### config.mk
export PLATFORM = sky130hd
export DESIGN_NAME = acc_cpu_core_flat
export DESIGN_NICKNAME = d
export VERILOG_FILES = /design/src/rtl/acc_cpu_core_if.sv /design/src/rtl/acc_cpu_core.sv /design/src/flat_wrapper.sv
export SDC_FILE = /design/constraint.sdc
export NUM_CORES = 1
export LEC_CHECK = 0
export CORE_MARGIN = 4
export CORE_UTILIZATION = 50
export CTS_CLUSTER_DIAMETER = 100
export DETAILED_ROUTE_END_ITERATION = 6
export PLACE_DENSITY = 0.71
export REMOVE_ABC_BUFFERS = 1
export SYNTH_ARGS = -nofsm -noshare
export SYNTH_HDL_FRONTEND = slang
export SYNTH_SLANG_ARGS = --single-unit
### constraint.sdc
create_clock -name clk -period 3.5 [get_ports clk]
set_input_delay 0.525 -clock clk [delete_from_list [all_inputs] [get_ports clk]]
set_output_delay 0.525 -clock clk [all_outputs]
set_load 0.005 [all_outputs]
### src/rtl/acc_cpu_core_if.sv
// Control/load/IO bundle between the accumulator core and its pin wrapper or bench.
// run and ld_en are single-cycle strobes with no ready line: halted acts as the ready, and both are accepted only while halted=1.
interface acc_cpu_core_if #(
  parameter int DATA_W = 8,
  parameter int ADDR_W = 4,
  parameter int SP_W   = 4
);
  logic              run;
  logic              ld_en;
  logic [ADDR_W-1:0] ld_addr;
  logic [DATA_W-1:0] ld_data;
  logic [DATA_W-1:0] io_in;
  logic [DATA_W-1:0] io_out;
  logic              io_strobe;
  logic              halted;
  logic              fault;
  logic [ADDR_W-1:0] pc_dbg;
  logic [1:0]        state_dbg;
  logic [SP_W-1:0]   sp_dbg;
  logic [DATA_W-1:0] acc_dbg;
  logic              z_dbg;
  logic              c_dbg;

  modport master (
    output run, ld_en, ld_addr, ld_data, io_in,
    input  io_out, io_strobe, halted, fault, pc_dbg,
    input  state_dbg, sp_dbg, acc_dbg, z_dbg, c_dbg
  );

  modport slave (
    input  run, ld_en, ld_addr, ld_data, io_in,
    output io_out, io_strobe, halted, fault, pc_dbg,
    output state_dbg, sp_dbg, acc_dbg, z_dbg, c_dbg
  );
endinterface

### src/rtl/acc_cpu_core.sv
// Parametrised accumulator CPU: HALT/FETCH/EXEC machine, unified RAM, hardware stack,
// Z/C flags and a program-load port that is live only while halted.
module acc_cpu_core #(
  parameter int DATA_W      = 8,
  parameter int ADDR_W      = 4,
  parameter int STACK_DEPTH = 8
) (
  input  logic          clk,
  input  logic          rst_n,
  acc_cpu_core_if.slave bus
);
  localparam int SP_W  = $clog2(STACK_DEPTH + 1);
  localparam int IDX_W = $clog2(STACK_DEPTH);
  localparam int MEM_D = 1 << ADDR_W;
  localparam logic [SP_W-1:0] SP_FULL = SP_W'(STACK_DEPTH);

  typedef enum logic [1:0] {S_HALT = 2'd0, S_FETCH = 2'd1, S_EXEC = 2'd2} state_t;

  localparam logic [3:0] OP_LOAD = 4'h1, OP_STORE = 4'h2, OP_ADD = 4'h3, OP_LDI = 4'h4;
  localparam logic [3:0] OP_SUB  = 4'h5, OP_PUSH  = 4'h6, OP_POP = 4'h7, OP_JMP = 4'h8;
  localparam logic [3:0] OP_OUT  = 4'h9, OP_IN    = 4'hA, OP_JZ  = 4'hB, OP_JC  = 4'hC;
  localparam logic [3:0] OP_CALL = 4'hD, OP_RET   = 4'hE, OP_HLT = 4'hF;

  logic [DATA_W-1:0] mem   [MEM_D];
  logic [DATA_W-1:0] stack [STACK_DEPTH];

  state_t              state, state_nxt;
  logic [ADDR_W-1:0]   pc, pc_nxt;
  logic [DATA_W-1:0]   acc, acc_nxt;
  logic [ADDR_W+3:0]   ir, ir_nxt;
  logic [SP_W-1:0]     sp, sp_nxt;
  logic                z, z_nxt, c, c_nxt;
  logic [DATA_W-1:0]   io_out, io_out_nxt;
  logic                io_strobe, strobe_nxt;
  logic                fault, fault_nxt;

  logic                mem_we, stk_we;
  logic [ADDR_W-1:0]   mem_waddr;
  logic [DATA_W-1:0]   mem_wdata, stk_wdata;

  logic [3:0]          opcode;
  logic [ADDR_W-1:0]   opa;
  logic [DATA_W-1:0]   opnd, opa_ext, stk_rd;
  logic [DATA_W:0]     sum, diff;
  logic [SP_W-1:0]     sp_dec;
  logic [IDX_W-1:0]    push_idx, pop_idx;

  assign opcode   = ir[ADDR_W+3:ADDR_W];
  assign opa      = ir[ADDR_W-1:0];
  assign opnd     = mem[opa];
  assign opa_ext  = {{(DATA_W-ADDR_W){1'b0}}, opa};
  assign sum      = {1'b0, acc} + {1'b0, opnd};
  // Top bit of the extended difference is the unsigned borrow.
  assign diff     = {1'b0, acc} - {1'b0, opnd};
  assign sp_dec   = sp - SP_W'(1);
  assign push_idx = sp[IDX_W-1:0];
  assign pop_idx  = sp_dec[IDX_W-1:0];
  assign stk_rd   = stack[pop_idx];

  always_comb begin
    state_nxt  = state;
    pc_nxt     = pc;
    acc_nxt    = acc;
    ir_nxt     = ir;
    sp_nxt     = sp;
    z_nxt      = z;
    c_nxt      = c;
    io_out_nxt = io_out;
    strobe_nxt = 1'b0;
    fault_nxt  = fault;
    mem_we     = 1'b0;
    mem_waddr  = bus.ld_addr;
    mem_wdata  = bus.ld_data;
    stk_we     = 1'b0;
    stk_wdata  = acc;
    unique case (state)
      S_HALT: begin
        mem_we = bus.ld_en;
        if (bus.run && !fault) state_nxt = S_FETCH;
      end
      S_FETCH: begin
        ir_nxt    = mem[pc][ADDR_W+3:0];
        pc_nxt    = pc + ADDR_W'(1);
        state_nxt = S_EXEC;
      end
      S_EXEC: begin
        state_nxt = S_FETCH;
        unique case (opcode)
          OP_LOAD:  begin acc_nxt = opnd; z_nxt = (opnd == '0); end
          OP_STORE: begin mem_we = 1'b1; mem_waddr = opa; mem_wdata = acc; end
          OP_ADD:   begin acc_nxt = sum[DATA_W-1:0]; c_nxt = sum[DATA_W]; z_nxt = (sum[DATA_W-1:0] == '0); end
          OP_LDI:   begin acc_nxt = opa_ext; z_nxt = (opa == '0); end
          OP_SUB:   begin acc_nxt = diff[DATA_W-1:0]; c_nxt = diff[DATA_W]; z_nxt = (diff[DATA_W-1:0] == '0); end
          OP_JMP:   pc_nxt = opa;
          OP_OUT:   begin io_out_nxt = acc; strobe_nxt = 1'b1; end
          OP_IN:    begin acc_nxt = bus.io_in; z_nxt = (bus.io_in == '0); end
          OP_JZ:    if (z) pc_nxt = opa;
          OP_JC:    if (c) pc_nxt = opa;
          OP_HLT:   state_nxt = S_HALT;
          OP_PUSH, OP_CALL: begin
            if (sp == SP_FULL) begin
              fault_nxt = 1'b1;
              state_nxt = S_HALT;
            end else begin
              stk_we = 1'b1;
              sp_nxt = sp + SP_W'(1);
              // pc already holds the return address, bumped during FETCH.
              if (opcode == OP_CALL) begin
                stk_wdata = {{(DATA_W-ADDR_W){1'b0}}, pc};
                pc_nxt    = opa;
              end
            end
          end
          OP_POP, OP_RET: begin
            if (sp == '0) begin
              fault_nxt = 1'b1;
              state_nxt = S_HALT;
            end else begin
              sp_nxt = sp_dec;
              if (opcode == OP_POP) begin
                acc_nxt = stk_rd;
                z_nxt   = (stk_rd == '0);
              end else begin
                pc_nxt = stk_rd[ADDR_W-1:0];
              end
            end
          end
          default: ;
        endcase
      end
      default: state_nxt = S_HALT;
    endcase
  end

  always_ff @(posedge clk) begin
    if (!rst_n) begin
      state     <= S_HALT;
      pc        <= '0;
      acc       <= '0;
      ir        <= '0;
      sp        <= '0;
      z         <= 1'b0;
      c         <= 1'b0;
      io_out    <= '0;
      io_strobe <= 1'b0;
      fault     <= 1'b0;
    end else begin
      state     <= state_nxt;
      pc        <= pc_nxt;
      acc       <= acc_nxt;
      ir        <= ir_nxt;
      sp        <= sp_nxt;
      z         <= z_nxt;
      c         <= c_nxt;
      io_out    <= io_out_nxt;
      io_strobe <= strobe_nxt;
      fault     <= fault_nxt;
    end
  end

  // Storage is not cleared by reset, but a reset edge must still suppress any write.
  always_ff @(posedge clk) begin
    if (rst_n && mem_we) mem[mem_waddr] <= mem_wdata;
    if (rst_n && stk_we) stack[push_idx] <= stk_wdata;
  end

  assign bus.io_out    = io_out;
  assign bus.io_strobe = io_strobe;
  assign bus.halted    = (state == S_HALT);
  assign bus.fault     = fault;
  assign bus.pc_dbg    = pc;
  assign bus.state_dbg = state;
  assign bus.sp_dbg    = sp;
  assign bus.acc_dbg   = acc;
  assign bus.z_dbg     = z;
  assign bus.c_dbg     = c;
endmodule
### src/flat_wrapper.sv
// flat-port wrapper written by rule: the top's interface ports become plain ports
module acc_cpu_core_flat 
#(
  parameter int DATA_W      = 8,
  parameter int ADDR_W      = 4,
  parameter int STACK_DEPTH = 8
)
  (clk, rst_n, bus_run, bus_ld_en, bus_ld_addr, bus_ld_data, bus_io_in, bus_io_out, bus_io_strobe, bus_halted, bus_fault, bus_pc_dbg, bus_state_dbg, bus_sp_dbg, bus_acc_dbg, bus_z_dbg, bus_c_dbg);
  acc_cpu_core_if #(.DATA_W(DATA_W), .ADDR_W(ADDR_W)) bus_i ();
  input  logic clk;
  input  logic rst_n;
  input wire logic [$bits(bus_i.run)-1:0] bus_run;
  input wire logic [$bits(bus_i.ld_en)-1:0] bus_ld_en;
  input wire logic [$bits(bus_i.ld_addr)-1:0] bus_ld_addr;
  input wire logic [$bits(bus_i.ld_data)-1:0] bus_ld_data;
  input wire logic [$bits(bus_i.io_in)-1:0] bus_io_in;
  output wire logic [$bits(bus_i.io_out)-1:0] bus_io_out;
  output wire logic [$bits(bus_i.io_strobe)-1:0] bus_io_strobe;
  output wire logic [$bits(bus_i.halted)-1:0] bus_halted;
  output wire logic [$bits(bus_i.fault)-1:0] bus_fault;
  output wire logic [$bits(bus_i.pc_dbg)-1:0] bus_pc_dbg;
  output wire logic [$bits(bus_i.state_dbg)-1:0] bus_state_dbg;
  output wire logic [$bits(bus_i.sp_dbg)-1:0] bus_sp_dbg;
  output wire logic [$bits(bus_i.acc_dbg)-1:0] bus_acc_dbg;
  output wire logic [$bits(bus_i.z_dbg)-1:0] bus_z_dbg;
  output wire logic [$bits(bus_i.c_dbg)-1:0] bus_c_dbg;
  assign bus_i.run = bus_run;
  assign bus_i.ld_en = bus_ld_en;
  assign bus_i.ld_addr = bus_ld_addr;
  assign bus_i.ld_data = bus_ld_data;
  assign bus_i.io_in = bus_io_in;
  assign bus_io_out = bus_i.io_out;
  assign bus_io_strobe = bus_i.io_strobe;
  assign bus_halted = bus_i.halted;
  assign bus_fault = bus_i.fault;
  assign bus_pc_dbg = bus_i.pc_dbg;
  assign bus_state_dbg = bus_i.state_dbg;
  assign bus_sp_dbg = bus_i.sp_dbg;
  assign bus_acc_dbg = bus_i.acc_dbg;
  assign bus_z_dbg = bus_i.z_dbg;
  assign bus_c_dbg = bus_i.c_dbg;
  acc_cpu_core #(.DATA_W(DATA_W), .ADDR_W(ADDR_W), .STACK_DEPTH(STACK_DEPTH)) u_core (.clk(clk), .rst_n(rst_n), .bus(bus_i));
endmodule
==> qor.txt <==
Status - complete, no violations
First-pass GRT wire length - 47470 um
P&R area growth vs syn - 18.59%
Mapped Cells - 806
Crit path cell chain - buf_6 -> mux4_1 -> nand3b_1 -> and4_1 -> ha_2 -> o21ai_0 -> a21oi_1 -> o21a_1 -> o22ai_2 -> xnor2_1 -> or4bb_1 -> a31oi_1
Met2 Track Usage GR - 40.25%
Asr flop ratio synth - 0%
Final hold violations - 0
Post-DP Area - 12920 um2
Sw Share - 24.31%
Die Area - 25690 um2
HPWL Detailed - 21980 um
Most common cell after layout, fill and taps aside - edfxtp_1
Fin util - 60.55%
DR DRC count - 0
Diodes inserted - 0
Pleak - 4.660 nW
Final period util - 96.03%
Initial Utilization - 51.06%
Sw power - 0.001543 W
Port bufs - 54
Tmin final - 3.361 ns
Fmax - 0.2975 GHz
Pwr Density - 461.8 nW/um2
Pins Over Slew Limit - 0
Hold-fix buffers, CTS - 0
Crit path arrival time - 3.81 ns
Maxcap violations - 0
Clock Tree Buf Depth - 3
Worst path required time - 3.95 ns
Pin count of the biggest net entering global routing - 33
Met3 GRT Util - 3.794%
Number of synthesized flops with an enable pin - 192
Total chip power - 0.006350 W
Slowest CP cell - mux4_1
Vias post-DR - 7861
Reg power frac - 48.0%
Setup CP Type - flip-flop to flip-flop
Row count - 55
Highest-count cells in the layout ignoring fill and taps - 192 x edfxtp_1, 83 x nor2_1, 82 x mux4_2, 81 x buf_4, 54 x clkdlybuf4s50_1
Clock root cell - clkbuf_16
Ys flop type - edfxtp_1
Clk_lat worst skew - 0.52 ns
Core Area - 22710 um2
Total CTS buffers - 24
Wire per inst - 25.21 um
Count of cell types in the netlist - 65
# fillers - 1755
Worst setup SP type - flip-flop
Combinational fraction of design power - 14.6%
Via density - 6.428
Final global-route overflow total - 0
Initial DRC Count - 947
Chip Width - 160.3 um
Hold crit path type - flip-flop to flip-flop
Busiest metal layer after global routing - met2
# clock sinks - 230
Htree depth - 1
Maximum VDD drop - 372.9 uV
Global-route usage over all layers - 23.96%
Pint - 0.004807 W
Layout cells sized above 1 - 25.05%
CTS tree - built
Vias in the first global route - 7971
Clock power share - 37.4%
Post-route clock skew - 0.009882 ns
I/O pins - 55
Post-route cell area - 13750 um2
Post-Syn Area - 11590 um2
DIE HEIGHT - 160.3 um
Seq cells post-synth - 230
Slew @ Worst Pin - 1.009 ns
Synth warnings - 0
1st-pass router iterations - 5
Mean Syn Cell Area - 14.39 um2
Slowest stage delay, CP - 0.55 ns
Grt met1 use - 32.15%
Largest fanout on the critical path - 8
GPL Wtd Cong - 0.9593
CP endpoint kind - flip-flop
Number of nets in the layout - 973
Post-Route WL - 30830 um
Antenna Nets Post-Route - 0
Finish-stage setup viols - 0
Rel. slew slack - 32.00%
Clock slew at reported path FFs - 0.07 ns
Initial antenna violation count - 0
Register area share after synthesis - 56.29%
critical path, delay by kind of cell, from the launching register on:
| kind | cells | cell delay (ns) |
|---|---|---|
| AND/OR/NAND/NOR | 3 | 0.96 |
| AO/OA/AOI/OAI | 5 | 0.70 |
| multiplexers | 1 | 0.55 |
| flip-flops | 1 | 0.40 |
| adder cells (fa/ha/maj) | 1 | 0.39 |
| buffers and inverters | 1 | 0.16 |
| XOR/XNOR | 1 | 0.11 |
power groups by stage:
stage                     logic (W)  registers, W  clock network (W)
after CTS                  0.000894       0.00305            0.00243
final                      0.000925       0.00305            0.00238
after global placement     0.000876       0.00310                  0
after floorplan            0.000526       0.00314                  0
after global routing       0.000998       0.00305            0.00255
after detailed placement   0.000884       0.00311                  0
stage by stage:
step | worst slack (ns) | instances | hold WS (ns) | setup TNS (ns)
after CTS | 0.03615 | 1219 | 0.5096 | 0
after global routing | -0.03984 | 1223 | 0.5608 | -0.03984
after floorplan | -0.9333 | 755 | 0.4736 | -152.28
after detailed placement | -0.05311 | 1177 | 0.4904 | -0.06041
after global placement | 0.01023 | 1177 | 0.4757 | 0
final | 0.1388 | 1223 | 0.5030 | 0
registers in the layout (all words and copies together), names as in the netlist, 2 cells and up:
name                  count
u_core.bus.acc_dbg        8
u_core.bus.io_out         8
u_core.bus.pc_dbg         4
u_core.bus.sp_dbg         4
u_core.bus.state_dbg      2
u_core.ir                 8
u_core.mem              128
u_core.stack             64
cells by family (layout without fill, tap and decap cells):
group,Yosys count,after routing,synth area share [%]
compound gates,131,131,7.489
xor+xnor,13,13,0.9820
fa+ha+maj,27,27,3.043
buf+inv,73,205,2.633
flops,230,230,56.29
mux,129,129,20.87
simple gates,203,203,8.698
synthesized netlist by cell type (2+ instances only):
cell	count	area, um2
a211oi_1	8	60.06
a21o_1	3	22.52
a21oi_1	37	185.2
a221o_1	3	30.03
a221oi_1	6	52.55
a222oi_1	2	20.02
a22o_1	4	35.03
a22oi_1	6	45.04
a31oi_1	3	18.77
a32oi_1	2	17.52
and2_1	5	31.28
and3_1	5	31.28
and4_1	2	17.52
buf_1	5	18.77
buf_2	16	80.08
clkbuf_1	28	105.1
dfxtp_1	38	760.7
edfxtp_1	192	5766
fa_1	2	40.04
ha_1	25	312.8
inv_1	22	82.58
mux2_2	17	191.4
mux2i_1	25	250.2
mux4_1	5	131.4
mux4_2	82	1847
nand2_1	29	108.9
nand2b_1	11	68.82
nand3_1	15	75.07
nand3b_1	7	52.55
nor2_1	83	311.6
nor2b_1	12	75.07
nor3_1	10	50.05
nor3b_1	6	45.04
nor4_1	5	31.28
o211ai_1	5	37.54
o21a_1	4	30.03
o21ai_0	26	130.1
o21bai_1	3	22.52
o22ai_1	3	18.77
o32ai_1	3	26.28
o41ai_1	2	17.52
or3_1	5	31.28
xnor2_1	10	87.58
xor2_1	3	26.28
path summary, 6_finish.rpt:
path	start	to	slack, ns	cells after the start
setup / recovery	u_core.ir[1]	u_core.bus.z_dbg	0.14	12
hold / removal	u_core.bus.io_out[7]	u_core.bus.io_out[7]	0.50	2
hold reg to reg	u_core.bus.io_out[7]	u_core.bus.io_out[7]	0.50	2
setup reg to reg	u_core.ir[1]	u_core.bus.z_dbg	0.14	12
cell type report:
cell class,instances,area [um2],area share [%]
Timing Repair Buffer,141,1239,9.008
Multi-Input combinational cell,503,4812,35.00
Tap cell,285,356.6,2.593
Clock inverter,11,75.07,0.5460
Sequential cell,230,6538,47.54
Inverter,22,82.58,0.6005
Clock buffer,31,648.1,4.713
layer usage:
| layer | wire length, um | vias up |
|---|---|---|
| li1 | - | 3428 |
| met1 | 12160 | 3918 |
| met2 | 15040 | 431 |
| met4 | 1130 | 0 |
| met3 | 2500 | 84 |
| met5 | 0 | - |
what timing repair did:
action / in CTS / in global routing
resized for setup: 4 / 13
pin swaps: 0 / 1
buffers inserted: 0 / 3
setup endpoints to repair: 2 / 3
cloned: 0 / 1
Note: power is estimated with default switching activity, not from simulation.
